## config.mk

```make
export PLATFORM = sky130hd
export DESIGN_NAME = hazard_ctrl
export DESIGN_NICKNAME = d
export VERILOG_FILES = /design/src/rtl/hazard_ctrl.sv
export SDC_FILE = /design/constraint.sdc
export NUM_CORES = 1
export LEC_CHECK = 0
export ABC_AREA = 1
export CAP_MARGIN = 20
export CORE_MARGIN = 5
export CORE_UTILIZATION = 53
export DETAILED_ROUTE_END_ITERATION = 12
export PLACE_DENSITY = 0.84
export SLEW_MARGIN = 10
export SYNTH_ARGS = -nofsm -noshare
export SYNTH_HDL_FRONTEND = slang
export SYNTH_SLANG_ARGS = --single-unit
```

## constraint.sdc

```tcl
create_clock -name clk -period 1.7 [get_ports clk]
set_input_delay 0.17 -clock clk [delete_from_list [all_inputs] [get_ports clk]]
set_output_delay 0.17 -clock clk [all_outputs]
set_load 0.005 [all_outputs]
```

## src/rtl/hazard_ctrl.sv

```systemverilog
// hazard_ctrl: pipeline stall/flush/redirect sequencing for the 5-stage RV32 core,
// with a memory-timeout FSM and stall/flush performance counters.
`default_nettype none

module hazard_ctrl #(
    parameter int TIMEOUT = 1024,
    parameter int CNT_W   = 32
) (
    input  logic             clk,
    input  logic             rst_n,
    input  logic [4:0]       id_rs1_addr,
    input  logic [4:0]       id_rs2_addr,
    input  logic             id_use_rs1,
    input  logic             id_use_rs2,
    input  logic [4:0]       ex_rd_addr,
    input  logic             ex_mem_read,
    input  logic             ex_branch_taken,
    input  logic             im_req,
    input  logic             im_ready,
    input  logic             dm_req,
    input  logic             dm_ready,
    output logic             pc_en,
    output logic             if_id_en,
    output logic             id_ex_en,
    output logic             ex_mem_en,
    output logic             mem_wb_en,
    output logic             if_id_flush,
    output logic             id_ex_flush,
    output logic             pc_redirect,
    output logic             bus_err,
    output logic [CNT_W-1:0] stall_cycles,
    output logic [CNT_W-1:0] flush_count
);

    localparam int WCW = $clog2(TIMEOUT + 1);
    localparam logic [WCW-1:0] WAIT_LAST = WCW'(TIMEOUT - 1);
    localparam logic [WCW-1:0] WAIT_MAX  = WCW'(TIMEOUT);

    typedef enum logic [1:0] {
        ST_RUN  = 2'd0,
        ST_WAIT = 2'd1,
        ST_ERR  = 2'd2
    } state_t;

    state_t           state_q;
    logic [WCW-1:0]   wait_cnt_q;
    logic [CNT_W-1:0] stall_cycles_q;
    logic [CNT_W-1:0] flush_count_q;

    logic mem_busy;
    logic load_use;
    logic in_err;
    logic branch_act;

    assign mem_busy = (im_req & ~im_ready) | (dm_req & ~dm_ready);
    assign load_use = ex_mem_read && (ex_rd_addr != 5'd0) &&
                      ((id_use_rs1 && (id_rs1_addr == ex_rd_addr)) ||
                       (id_use_rs2 && (id_rs2_addr == ex_rd_addr)));
    assign in_err     = (state_q == ST_ERR);
    // A branch seen during a freeze is held in EX and only acts once unfrozen.
    assign branch_act = ~in_err & ~mem_busy & ex_branch_taken;

    always_comb begin
        pc_en       = 1'b1;
        if_id_en    = 1'b1;
        id_ex_en    = 1'b1;
        ex_mem_en   = 1'b1;
        mem_wb_en   = 1'b1;
        if_id_flush = 1'b0;
        id_ex_flush = 1'b0;
        pc_redirect = 1'b0;
        if (in_err || mem_busy) begin
            pc_en     = 1'b0;
            if_id_en  = 1'b0;
            id_ex_en  = 1'b0;
            ex_mem_en = 1'b0;
            mem_wb_en = 1'b0;
        end else if (ex_branch_taken) begin
            if_id_flush = 1'b1;
            id_ex_flush = 1'b1;
            pc_redirect = 1'b1;
        end else if (load_use) begin
            pc_en       = 1'b0;
            if_id_en    = 1'b0;
            id_ex_flush = 1'b1;
        end
    end

    always_ff @(posedge clk or negedge rst_n) begin
        if (!rst_n) begin
            state_q    <= ST_RUN;
            wait_cnt_q <= '0;
        end else begin
            if (!mem_busy) begin
                wait_cnt_q <= '0;
            end else if (wait_cnt_q != WAIT_MAX) begin
                wait_cnt_q <= wait_cnt_q + 1'b1;
            end
            case (state_q)
                ST_RUN: begin
                    if (mem_busy) state_q <= ST_WAIT;
                end
                ST_WAIT: begin
                    if (!mem_busy) begin
                        state_q <= ST_RUN;
                    end else if (wait_cnt_q == WAIT_LAST) begin
                        state_q <= ST_ERR;
                    end
                end
                ST_ERR:  state_q <= ST_ERR;
                default: state_q <= ST_RUN;
            endcase
        end
    end

    always_ff @(posedge clk or negedge rst_n) begin
        if (!rst_n) begin
            stall_cycles_q <= '0;
            flush_count_q  <= '0;
        end else begin
            if (!pc_en && !in_err) stall_cycles_q <= stall_cycles_q + 1'b1;
            if (branch_act)        flush_count_q  <= flush_count_q + 1'b1;
        end
    end

    assign bus_err      = in_err;
    assign stall_cycles = stall_cycles_q;
    assign flush_count  = flush_count_q;

endmodule

`default_nettype wire

```

==> results of run 1 <==
## area by class of cell
| cell class | instances | share of cell area |
|---|---|---|
| repair buffers | 143 | 0.196 |
| well taps | 129 | 0.0236 |
| inverters | 100 | 0.0562 |
| multi-input cells | 538 | 0.411 |
| clock inverters | 4 | 0.0106 |
| clock buffers | 12 | 0.0197 |
| flip-flops and latches | 77 | 0.283 |
## state kept, by name, summed over array words and instances, names as in the netlist
| name | flops |
|---|---|
| flush_count | 32 |
| stall_cycles | 32 |
| state_q | 2 |
| wait_cnt_q | 11 |
## stage by stage
| stage | TNS, ns | hold slack [ns] |
|---|---|---|
| CTS | -0.261 | 0.297 |
| floorplan | 0 | -0.126 |
| finish | 0 | 0.278 |
| global route | -0.182 | 0.318 |
| detailed placement | -8.77 | 0.113 |
| global placement | -6.74 | 0.112 |
## cells in the final DEF, fill, tap and decap left out, drive strengths merged
cell type,synthesis,layout
nor3,37,37
xor2,25,25
nor2,76,76
clkbuf,1,17
and3,1,1
clkinvlp,0,1
clkdlybuf4s50,0,79
nand3b,8,8
dlymetal6s2s,0,1
bufinv,0,2
inv,100,100
clkinv,0,1
nand2,266,266
or2,1,1
nor3b,3,3
dlygate4sd3,0,1
a21oi,4,4
o21ai,15,15
clkdlybuf4s15,0,1
nand3,69,69
nand4,19,19
o31ai,1,1
o21a,1,1
dfrtp,77,77
ha,4,4
xnor2,5,5
buf,15,45
o22ai,1,1
dlygate4sd2,0,11
nor4,2,2
## worst max-delay path by stage
stage | start | to | slack (ns) | cells past startpoint
after CTS | state_q[0] | if_id_en | -0.1 | 9
after floorplan | stall_cycles[0] | stall_cycles[30] | 0.18 | 10
after global placement | ex_rd_addr[4] | pc_en | -0.28 | 11
after detailed placement | ex_rd_addr[3] | if_id_en | -0.32 | 11
final | state_q[1] | if_id_en | 0.05 | 7
after global routing | stall_cycles[10] | stall_cycles[27] | -0.05 | 9
## power by group through the flow
| stage | combinational, mW | clock [mW] | sequential (mW) |
|---|---|---|---|
| final | 2.33 | 1.52 | 2.30 |
| after global routing | 2.52 | 1.63 | 2.32 |
| after CTS | 2.18 | 1.54 | 2.26 |
| after detailed placement | 2.11 | 0 | 2.30 |
| after global placement | 2.05 | 0 | 2.28 |
| after floorplan | 1.06 | 0 | 2.32 |
## logic make-up after synthesis
family	count (synthesis)	share of synthesized area
and+or+nand+nor	482	0.434
buffers and inverters	116	0.101
adders and majority gates	4	0.00982
xor gates and xnor gates	30	0.0516
DFF	77	0.378
AOI/OAI and AO/OA	22	0.0255
## what timing repair did
action                                 4_1_cts  5_1_grt
hold buffers                                 1        0
pin swaps                                    4        9
cloned                                       0        1
buffers inserted                             5        7
resized for setup                           24       54
endpoints found under the hold margin       26        0
setup endpoints to repair                    9       34
## layer usage
layer  share of wire  wire, microns
met5               0              0
met4           0.020            293
met3           0.060            880
met2            0.51           7470
met1            0.41           5950
==> results.py, run 1 <==
metrics = {
    "setup_path": {
        "crit_arrival_ns": 1.48,
        "start_kind": "flip-flop",
        "timing.rr.end": "stall_cycles[31]",
        "crit_path_max_fanout": 4,
        "regToRegSetupSlack_ns": 0.08,
        "critical_path.top_delay_family": "flip-flops",
        "r2r_cells": 9,
        "path_cells": "nand2_4, inv_8, nor2_8, buf_6, nand2_8, inv_4, clkbuf_2",
        "cpMaxStageDelayCell": "dfrtp_1",
        "cp_num_buf_inv": 4,
        "slowest_delay_ns": 0.43,
        "endpoint_kind": "output pin",
        "path_class": "reg2out",
        "r2r_start": "state_q[1]",
        "cp.required_ns": 1.53,
    },
    "die": {
        "fp.dieArea_sq_mm": 0.0117,
        "ios": 98,
        "fp.coreArea_sq_mm": 0.00933,
        "start_util": 0.546,
        "num_rows": 35,
        "die_w_microns": 108,
        "die_h_microns": 108,
    },
    "synth": {
        "synth_common_cells": "nand2_1, inv_1, dfrtp_1, nand3_1, nor2_1",
        "ys_seq_area_frac": 0.378,
        "synthFlopType": "dfrtp_1",
        "synth_nets": 760,
        "synth_seq_cells": 77,
        "syn_area_per_cell_sq_um": 6.97,
        "yosysTopAreaCell": "dfrtp_1",
        "async_flop_share": 1.00,
        "synth_warnings": 0,
        "syn_inst": 731,
        "synth.most_common_cell": "nand2_1",
        "synth_cell_types": 37,
        "syn_area_sq_mm": 0.00509,
        "synth-edff-count": 0,
        "yosysTopAreaCellShare": 0.378,
        "synth.area.top_cells": "dfrtp_1, nand2_1, inv_1",
    },
    "place": {
        "pre_cts_ws_ns": -0.318,
        "dp_cells": 974,
        "routabilityCongestion": 0.910,
        "portBuffers": 97,
        "dp_hpwl_microns": 10700,
        "placed_area_sq_mm": 0.00637,
    },
    "routing": {
        "first_pass_iters": 5,
        "routed_via_density": 5.30,
        "drc_errors": 0,
        "drt-wirelength-per-cell_microns": 14.5,
        "routed_wl_microns": 14600,
        "vias": 5312,
        "ant_nets": 0,
        "drtIter0Drc": 357,
    },
    "power": {
        "clkPwrFrac": 0.247,
        "total_leakage_power_nw": 3.21,
        "pwr-share-seq": 0.374,
        "p_per_area_mw_per_mm2": 896,
        "combPwrFrac": 0.379,
        "p_sw_mw": 2.19,
        "switching_share": 0.357,
        "internal-power_mw": 3.95,
        "power_mw": 6.14,
        "peakVddDrop_uv": 555,
    },
    "global_routing": {
        "grt_antenna_before_repair": 0,
        "track_usage": 0.248,
        "use_met2": 0.431,
        "grtUsageMet3": 0.0328,
        "grt_first_pass_wirelength_microns": 23600,
        "overflow": 0,
        "use_met1": 0.318,
        "grt_max_degree": 54,
        "grt_pass1_vias": 5136,
        "top_usage_layer": "met2",
    },
    "finish": {
        "areaGrowthSynthToFinish_pct": 34.5,
        "finish.instance_area_sq_mm": 0.00685,
        "fin_nets": 898,
        "multi_input_area_sq_mm": 0.00281,
        "drive_above_1_share": 0.153,
        "fill_cells": 718,
        "fin_cells": 1003,
        "final_util": 0.735,
        "seqCellArea_sq_mm": 0.00194,
        "antennaDiodeCount": 0,
    },
    "cts": {
        "clkLatencyLatePin_ns": 0.35,
        "cts_buffers": 9,
        "root_buffer": "clkbuf_8",
        "cts.sinks": 77,
        "clk_pin_slew_ns": 0.08,
        "h-tree-depth": 3,
        "cts_tree": "done",
        "clock_path_buffers": 2,
    },
    "timing": {
        "fin_skew_ns": 0.0105,
        "period_needed_ns": 1.65,
        "drv_slew": 0,
        "period_share": 0.970,
        "tightest_slew_ns": 0.454,
        "relSlewSlack": 0.695,
        "setup-violations-final": 0,
        "hold_viol_final": 0,
        "fin_ws_ns": 0.0504,
        "clock.fmax_mhz": 606,
        "rsz0062_at_grt": "true",
    },
    "min_path": {
        "hp-class": "in2async",
    },
    "run_status": {
        "status": "complete, no violations",
    },
    "flow_run": {
        "max_cap_violations": 0,
    },
}
No activity file was read; power rests on OpenSTA's default activity.
==> inputs of run 2 (changes only) <==
CORE_MARGIN = unset   (was 5)
==> results.py, run 2 (synthesized netlist as in run 1, its figures left out) <==
metrics = {
    "run_status": {
        "status": "complete, no violations",
    },
    "finish": {
        "drive_above_1_share": 0.157,
        "final_common_cell": "nand2_1",
        "multi_input_area_sq_mm": 0.00276,
        "fill_cells": 721,
        "antennaDiodeCount": 0,
        "fin_cells": 1004,
        "final_cell_mix": "nand2_1, inv_1, clkdlybuf4s50_1",
        "fin_nets": 899,
        "areaGrowthSynthToFinish_pct": 33.6,
        "seqCellArea_sq_mm": 0.00194,
    },
    "power": {
        "peakVddDrop_uv": 529,
        "total_leakage_power_nw": 3.22,
        "power_mw": 6.09,
        "p_per_area_mw_per_mm2": 894,
    },
    "timing": {
        "rsz0062_at_grt": "true",
        "whs_ns": 0.260,
        "period_share": 0.978,
        "clock.fmax_mhz": 602,
        "relSlewSlack": 0.742,
        "period_needed_ns": 1.66,
        "fin_ws_ns": 0.0379,
        "tightest_slew_ns": 0.384,
        "fin_skew_ns": 0.00985,
        "drv_slew": 0,
        "setup-violations-final": 0,
        "tns_ns": 0,
        "hold_viol_final": 0,
    },
    "die": {
        "ios": 98,
        "fp.coreArea_sq_mm": 0.00928,
        "die_h_microns": 100,
        "start_util": 0.549,
        "fp.dieArea_sq_mm": 0.0100,
        "num_rows": 35,
        "die_w_microns": 100,
    },
    "global_routing": {
        "track_usage": 0.275,
        "grt_pass1_vias": 4959,
        "grt_antenna_before_repair": 0,
        "overflow": 0,
        "grt_first_pass_wirelength_microns": 22100,
        "grt_max_degree": 54,
    },
    "cts": {
        "cts_buffers": 9,
        "h-tree-depth": 3,
        "clk_pin_slew_ns": 0.09,
        "clock_path_buffers": 2,
        "clkLatencyLatePin_ns": 0.35,
        "root_buffer": "clkbuf_8",
        "cts.sinks": 77,
        "cts_tree": "done",
    },
    "place": {
        "dp_cells": 977,
        "portBuffers": 97,
        "dp_hpwl_microns": 10000,
        "routabilityCongestion": 0.913,
        "pre_cts_ws_ns": -0.410,
    },
    "min_path": {
        "hp-class": "in2async",
    },
    "setup_path": {
        "path_cells": "inv_2, nand2_4, inv_8, nor2_8, buf_6, nand2_4, buf_12, nor2_4, nand3b_1, xor2_1",
        "cpMaxStageDelayCell": "dfrtp_1",
        "slowest_delay_ns": 0.38,
        "cp.required_ns": 1.94,
        "path_class": "reg2reg",
        "endpoint_kind": "flip-flop",
        "start_kind": "flip-flop",
        "crit_arrival_ns": 1.91,
        "crit_path_max_fanout": 12,
        "cpMostUsedCell": "nand2_4",
    },
    "routing": {
        "drt-wirelength-per-cell_microns": 13.4,
        "routed_wl_microns": 13500,
        "vias": 5181,
        "ant_nets": 0,
        "drtIter0Drc": 257,
        "routed_via_density": 5.16,
        "drc_errors": 0,
        "first_pass_iters": 5,
    },
    "flow_run": {
        "max_cap_violations": 0,
    },
}
run 2: changes by cell type in the layout (fill, tap and decap cells not counted), sizes merged:
cell           change
clkinvlp           +1
clkbuf             -5
inv                +2
buf                +2
dlymetal6s2s       +4
clkdlybuf4s15      +1
dlygate4sd2        +1
clkdlybuf4s50      -5
run 2: timing repair:
item,4_1_cts,5_1_grt
gates resized for setup,30,49
hold buffers,1,0
setup buffers,5,6
endpoints found under the setup margin,9,45
pin swaps,9,18
hold endpoints to repair,24,0
run 2: where the power goes:
| group | switching (mW) | internal (mW) | total [mW] |
|---|---|---|---|
| registers | 0.210 | 2.04 | 2.25 |
| logic | 1.19 | 1.08 | 2.26 |
| clock network | 0.739 | 0.835 | 1.57 |
run 2: stage by stage:
stage	instance area, sq um	util
finish	6810	0.733
global route	6810	0.733
CTS	6650	0.716
detailed placement	6380	0.688
global placement	6380	0.688
floorplan	5090	-
run 2: final cells by class:
class,instances,area share
inverter,100,0.0562
timing repair buffer,144,0.198
clock inverter,7,0.0143
sequential,77,0.284
clock buffer,9,0.0182
multi-input combinational,538,0.405
tap,129,0.0237
run 2: critical path: cells and delay by family, from the launching register on:
kind	cells	cell delay (ns)
AND/OR/NAND/NOR	5	0.62
buffers and inverters	4	0.39
flip-flops	1	0.38
XOR/XNOR	1	0.15
run 2: final timing paths:
kind | from | endpoint | slack [ns] | cells past startpoint
max | state_q[0] | flush_count[12] | 0.04 | 10
min | rst_n | stall_cycles[7] | 0.26 | 2
max reg2reg | state_q[0] | flush_count[12] | 0.04 | 10
min reg2reg | stall_cycles[31] | stall_cycles[31] | 0.50 | 2
max in group asynchronous | rst_n | stall_cycles[15] | 0.81 | 3
min in group clk | stall_cycles[31] | stall_cycles[31] | 0.50 | 2
run 2: per-layer routing:
layer	GRT usage	part of all wire	up-vias
li1	-	-	2575
met1	0.347	0.43	2405
met2	0.478	0.49	173
met3	0.0355	0.054	28
met4	0.110	0.021	0
met5	0	0	-
